`src/rtl/readout_sequencer_if.sv`:
```
// Handshake bundle between the trigger manager / channel engines and the readout sequencer.
// Carries the start request, the per-channel req/done grants and the status outputs.
// Modports: master = trigger manager plus channel engines, slave = readout_sequencer.
interface readout_sequencer_if #(
  parameter int NUM_CHAN = 5,
  parameter int FILL_W   = 24
);
  // Trigger-manager side
  logic                start;
  logic [FILL_W-1:0]   fill_num;
  logic [NUM_CHAN-1:0] chan_en;
  // Channel engine side
  logic [NUM_CHAN-1:0] chan_done;
  logic [NUM_CHAN-1:0] chan_req;
  // Status
  logic [2:0]          cur_chan;
  logic [FILL_W-1:0]   cur_fill;
  logic                busy;
  logic                readout_done;
  logic [NUM_CHAN-1:0] err_mask;

  modport master (
    output start, fill_num, chan_en, chan_done,
    input  chan_req, cur_chan, cur_fill, busy, readout_done, err_mask
  );

  modport slave (
    input  start, fill_num, chan_en, chan_done,
    output chan_req, cur_chan, cur_fill, busy, readout_done, err_mask
  );
endinterface

```
`src/rtl/readout_sequencer.sv`:
```
// Grants readout to each enabled channel in turn (lowest index first) after a fill is stored.
// Ports: clk, reset (sync, active-high), bus (slave modport: start/fill_num/chan_en/chan_done in;
//        chan_req/cur_chan/cur_fill/busy/readout_done/err_mask out, all registered).
// Latency: chan_req first high 2 cycles after start; readout_done worst case NUM_CHAN*(TIMEOUT_CYCLES+1)+2.
module readout_sequencer #(
  parameter int NUM_CHAN       = 5,
  parameter int TIMEOUT_CYCLES = 4096,
  parameter int FILL_W         = 24
) (
  input logic              clk,
  input logic              reset,
  readout_sequencer_if.slave bus
);

  localparam int TIMER_W = (TIMEOUT_CYCLES > 1) ? $clog2(TIMEOUT_CYCLES) : 1;
  localparam logic [TIMER_W-1:0] TIMER_LAST = TIMER_W'(TIMEOUT_CYCLES - 1);

  typedef enum logic [1:0] {
    IDLE,
    SELECT,
    WAIT_DONE,
    FINISH
  } state_t;

  state_t state_q, state_d;

  logic [NUM_CHAN-1:0] chan_req_q, chan_req_d;
  logic [NUM_CHAN-1:0] pending_q, pending_d;
  logic [NUM_CHAN-1:0] err_mask_q, err_mask_d;
  logic [2:0]          cur_chan_q, cur_chan_d;
  logic [FILL_W-1:0]   cur_fill_q, cur_fill_d;
  logic [TIMER_W-1:0]  timer_q, timer_d;
  logic                busy_q, busy_d;
  logic                readout_done_q, readout_done_d;

  logic [NUM_CHAN-1:0] lowest_bit;
  logic [2:0]          lowest_idx;
  logic                done_hit;
  logic                timed_out;
  logic [NUM_CHAN-1:0] pending_left;

  // Lowest pending channel, both as a one-hot grant and as an index.
  always_comb begin
    lowest_bit = pending_q & (~pending_q + NUM_CHAN'(1));
    lowest_idx = '0;
    for (int i = NUM_CHAN - 1; i >= 0; i--) begin
      if (pending_q[i]) begin
        lowest_idx = 3'(i);
      end
    end
  end

  // chan_req_q is one-hot on cur_chan while waiting, so masking with it
  // selects chan_done[cur_chan] and ignores every other channel's done bit.
  assign done_hit     = |(bus.chan_done & chan_req_q);
  assign timed_out    = (timer_q == TIMER_LAST);
  assign pending_left = pending_q & ~chan_req_q;

  always_comb begin
    state_d        = state_q;
    chan_req_d     = chan_req_q;
    pending_d      = pending_q;
    err_mask_d     = err_mask_q;
    cur_chan_d     = cur_chan_q;
    cur_fill_d     = cur_fill_q;
    timer_d        = timer_q;
    readout_done_d = 1'b0;

    case (state_q)
      IDLE: begin
        // busy_q also covers the readout_done cycle, so a start arriving
        // together with the completion pulse is dropped, not queued.
        if (bus.start && !busy_q) begin
          cur_fill_d = bus.fill_num;
          pending_d  = bus.chan_en;
          err_mask_d = '0;
          state_d    = (bus.chan_en != '0) ? SELECT : FINISH;
        end
      end

      SELECT: begin
        cur_chan_d = lowest_idx;
        chan_req_d = lowest_bit;
        timer_d    = '0;
        state_d    = WAIT_DONE;
      end

      WAIT_DONE: begin
        if (done_hit || timed_out) begin
          chan_req_d = '0;
          pending_d  = pending_left;
          // A done arriving in the timeout cycle still counts as success.
          if (!done_hit) begin
            err_mask_d = err_mask_q | chan_req_q;
          end
          state_d = (pending_left != '0) ? SELECT : FINISH;
        end else begin
          // timed_out is false here, so the increment never wraps.
          timer_d = timer_q + TIMER_W'(1);
        end
      end

      FINISH: begin
        readout_done_d = 1'b1;
        state_d        = IDLE;
      end

      default: begin
        state_d = IDLE;
      end
    endcase

    // Registered busy tracks the next state and stays up through the
    // readout_done pulse cycle, dropping the cycle after it.
    busy_d = (state_d != IDLE) || (state_q == FINISH);
  end

  always_ff @(posedge clk) begin
    if (reset) begin
      state_q        <= IDLE;
      chan_req_q     <= '0;
      pending_q      <= '0;
      err_mask_q     <= '0;
      cur_chan_q     <= '0;
      cur_fill_q     <= '0;
      timer_q        <= '0;
      busy_q         <= 1'b0;
      readout_done_q <= 1'b0;
    end else begin
      state_q        <= state_d;
      chan_req_q     <= chan_req_d;
      pending_q      <= pending_d;
      err_mask_q     <= err_mask_d;
      cur_chan_q     <= cur_chan_d;
      cur_fill_q     <= cur_fill_d;
      timer_q        <= timer_d;
      busy_q         <= busy_d;
      readout_done_q <= readout_done_d;
    end
  end

  assign bus.chan_req     = chan_req_q;
  assign bus.cur_chan     = cur_chan_q;
  assign bus.cur_fill     = cur_fill_q;
  assign bus.busy         = busy_q;
  assign bus.readout_done = readout_done_q;
  assign bus.err_mask     = err_mask_q;

endmodule

```
`src/flat_wrapper.sv`:
```
// flat-port wrapper written by rule: the top's interface ports become plain ports
module readout_sequencer_flat 
#(
  parameter int NUM_CHAN       = 5,
  parameter int TIMEOUT_CYCLES = 4096,
  parameter int FILL_W         = 24
)
  (clk, reset, bus_start, bus_fill_num, bus_chan_en, bus_chan_done, bus_chan_req, bus_cur_chan, bus_cur_fill, bus_busy, bus_readout_done, bus_err_mask);
  readout_sequencer_if #(.NUM_CHAN(NUM_CHAN), .FILL_W(FILL_W)) bus_i ();
  input logic clk;
  input logic reset;
  input wire logic [$bits(bus_i.start)-1:0] bus_start;
  input wire logic [$bits(bus_i.fill_num)-1:0] bus_fill_num;
  input wire logic [$bits(bus_i.chan_en)-1:0] bus_chan_en;
  input wire logic [$bits(bus_i.chan_done)-1:0] bus_chan_done;
  output wire logic [$bits(bus_i.chan_req)-1:0] bus_chan_req;
  output wire logic [$bits(bus_i.cur_chan)-1:0] bus_cur_chan;
  output wire logic [$bits(bus_i.cur_fill)-1:0] bus_cur_fill;
  output wire logic [$bits(bus_i.busy)-1:0] bus_busy;
  output wire logic [$bits(bus_i.readout_done)-1:0] bus_readout_done;
  output wire logic [$bits(bus_i.err_mask)-1:0] bus_err_mask;
  assign bus_i.start = bus_start;
  assign bus_i.fill_num = bus_fill_num;
  assign bus_i.chan_en = bus_chan_en;
  assign bus_i.chan_done = bus_chan_done;
  assign bus_chan_req = bus_i.chan_req;
  assign bus_cur_chan = bus_i.cur_chan;
  assign bus_cur_fill = bus_i.cur_fill;
  assign bus_busy = bus_i.busy;
  assign bus_readout_done = bus_i.readout_done;
  assign bus_err_mask = bus_i.err_mask;
  readout_sequencer #(.NUM_CHAN(NUM_CHAN), .TIMEOUT_CYCLES(TIMEOUT_CYCLES), .FILL_W(FILL_W)) u_core (.clk(clk), .reset(reset), .bus(bus_i));
endmodule
```
`config.mk`:
```
export PLATFORM = sky130hd
export DESIGN_NAME = readout_sequencer_flat
export DESIGN_NICKNAME = d
export VERILOG_FILES = /design/src/rtl/readout_sequencer_if.sv /design/src/rtl/readout_sequencer.sv /design/src/flat_wrapper.sv
export SDC_FILE = /design/constraint.sdc
export NUM_CORES = 1
export LEC_CHECK = 0
export CAP_MARGIN = 10
export CELL_PAD_IN_SITES_DETAIL_PLACEMENT = 0
export CELL_PAD_IN_SITES_GLOBAL_PLACEMENT = 1
export CORE_MARGIN = 2
export CORE_UTILIZATION = 31
export DETAILED_ROUTE_END_ITERATION = 8
export GPL_ROUTABILITY_DRIVEN = 0
export GPL_TIMING_DRIVEN = 0
export PLACE_DENSITY = 0.7
export SKIP_LAST_GASP = 1
export SYNTH_ARGS = -nofsm -noshare
export SYNTH_HDL_FRONTEND = slang
export SYNTH_SLANG_ARGS = --single-unit
```
`constraint.sdc`:
```
create_clock -name clk -period 2.7 [get_ports clk]
set_input_delay 0.81 -clock clk [delete_from_list [all_inputs] [get_ports clk]]
set_output_delay 0.81 -clock clk [all_outputs]
set_load 0.1 [all_outputs]
```
==> metrics.csv <==
metric,value,unit
utilization,45.39,%
synth_ff_type,dfxtp_1,
cts_buffer_depth,2,
h-tree-depth,3,
synth-edff-count,0,
syn_nets,330,
hp-class,reg2reg,
hold_path.startpoint,u_core.bus.cur_chan[2],
io_pins,76,
io_buffers,75,
critPathTopFamily,buffers and inverters,
placed_area,3304,um2
vias_per_cell,5.058,
netlist.top_cell.by_area,dfxtp_1,
holdWs,446.2,ps
syn_avg_cell_area,8.308,um2
period_minus_slack,2647,ps
cts_hold_buf,0,
track_usage,16.98,%
ir_worst_vdd,312.9,uV
cp_data_required_time,1890,ps
synth_top_area_share,47.86,%
wl_per_cell,14.52,um
switching_share,38.47,%
start_kind,flip-flop,
drc,0,
path_class,reg2out,
initial_core_util,31.72,%
pwr-share-comb,31.8,%
coreArea,7647,um2
grt_setup_unrepaired,false,
r2r_slack,610,ps
grt_max_degree,11,
dr.pass1.iters,4,
worst_pin_slew,990.2,ps
dieArea,8550,um2
p_leak,1.231,nW
yosysUniqueCellTypes,39,
whs_path_depth,2,
cts_tree,done,
wl,6997,um
nets,416,
rows,32,
worst_r2r_path_depth,7,
cp_slowest_stage_delay,1150,ps
synth_common_cells,"nand2_1, dfxtp_1, a21oi_1",
slew_headroom,33.88,%
crit_slowest_cell,clkdlybuf4s50_1,
num_vias,2438,
reg2reg_to,u_core.bus.chan_req[2],
syn_inst,292,
drt-initial-drc-count,123,
finalCritPeriodShare,98.05,%
clkTransAtPathRegs,60,ps
die_h,92.47,um
synth_seq_area_share,47.86,%
crit_path_max_fanout,3,
synth_warnings,0,
post-place-ws,-145.1,ps
setup_violations,0,
synth_most_common_cell,nand2_1,
async_reset_ff_share,0,%
die_x,92.47,um
layout_setup_ws,52.72,ps
synth_seq_cells,58,
cp.arrival,1840,ps
cts_setup_buffers,0,
diodes,0,
first_global_vias,2343,
hold_path_end,u_core.bus.cur_chan[2],
cp_cell_sequence,clkdlybuf4s50_1,
status,"finished, final reports clean",
area_delta_synth_final,43.06,%
drive_gt1_share,4.474,%
final_max_slew_viol_count,0,
fin_area,3471,um2
grt_overflow_total,0,
clkPwrFrac,28.0,%
clock_latency,330,ps
hold_violations,0,
finalClockSkew,6.641,ps
intPower,1.507,mW
cts_sinks,58,
cp-end-kind,output port,
max_freq,377.7,MHz
power_switching,0.9421,mW
synth_area_leaders,"dfxtp_1, nand2_1, a21oi_1",
maxCapViolations,0,
p_per_area,705.5,nW/um2
cts_root_buf,clkbuf_8,
numCtsBuffers,9,
reg2reg_from,u_core.timer_q[0],
seq_power_share,40.2,%
dp_hpwl,4948,um
grt_first_pass_wirelength,11630,um
drtAntennaViolNets,0,
netlist_area,2426,um2
total_power,2.449,mW
antenna_found_initial,0,
crit_buf_inv,1,
## per-stage QoR
stage | TNS, ps | std cells
2_1_floorplan | 0 | 292
5_1_grt | 0 | 482
6_report | 0 | 482
4_1_cts | 0 | 482
3_5_place_dp | -1578 | 469
3_3_place_gp | -1268 | 469
## state kept, by name (all words and copies together), names as in the netlist
register                 cells
u_core.bus.busy              1
u_core.bus.cur_chan          3
u_core.bus.readout_done      1
u_core.pending_q             5
u_core.bus.cur_fill         24
u_core.bus.err_mask          5
u_core.state_q               2
u_core.bus.chan_req          5
u_core.timer_q              12
## worst min-delay path, stage by stage (launching register included)
cell     delay (ps)
dfxtp_1         310
nand2_1          50
nand2_1          40
## kinds of logic (layout without fill, tap and decap cells)
family / after synthesis / in the layout / share of synthesized area (%)
AO/OA/AOI/OAI: 80 / 80 / 20.84
AND/OR/NAND/NOR: 132 / 132 / 26.66
buffers and inverters: 19 / 107 / 3.300
adder cells (fa/ha/maj): 1 / 1 / 0.5156
flip-flops: 58 / 58 / 47.86
multiplexers: 2 / 2 / 0.8252
## cell usage in the layout (no fill, tap or decap), types with 8 or more instances in the layout
cell and n:
a21oi_1 35, clkbuf_1 17, clkbuf_8 11, clkdlybuf4s50_1 68
dfxtp_1 58, nand2_1 61, nor2_1 20, o211ai_1 11
o21ai_0 8
## metal layers
metal  vias up  GRT usage (%)  routed length, um
met1      1111          22.03               3264
met5         -              0                  0
met3         6          7.730                622
li1       1236              -                  -
met2        85          25.97               3057
met4         0          3.607                 52
## repair_timing
item                                    4_1_cts  5_1_grt
endpoints found under the setup margin        5        3
resized for setup                             5        3
gates cloned                                  0        0
## power by group through the flow
| stage | clock (mW) | sequential (mW) | combinational [mW] |
|---|---|---|---|
| after detailed placement | 0 | 0.999 | 0.782 |
| after global routing | 0.753 | 0.995 | 0.837 |
| after global placement | 0 | 0.998 | 0.781 |
| after CTS | 0.711 | 0.982 | 0.782 |
| after floorplan | 0 | 1.33 | 0.218 |
| final | 0.686 | 0.984 | 0.779 |
## worst max-delay path by stage
stage / startpoint / end / cells after the start
after floorplan: bus_chan_done[0] / u_core.timer_q[9] / 4
after global placement: bus_chan_done[0] / u_core.timer_q[8] / 6
after detailed placement: bus_chan_done[0] / u_core.timer_q[8] / 6
after CTS: u_core.bus.busy / bus_busy / 1
after global routing: u_core.bus.err_mask[1] / bus_err_mask[1] / 1
final: u_core.bus.err_mask[1] / bus_err_mask[1] / 1
## final cells by class
type                            count  area (um2)
Fill cell                         789        4177
Multi-Input combinational cell    215        1194
Sequential cell                    58        1161
Timing Repair Buffer               75       749.5
Clock buffer                       13       158.9
Tap cell                          102       127.6
Buffer                             18       76.32
Inverter                            1       3.754
Note: power is estimated with default switching activity, not from simulation.
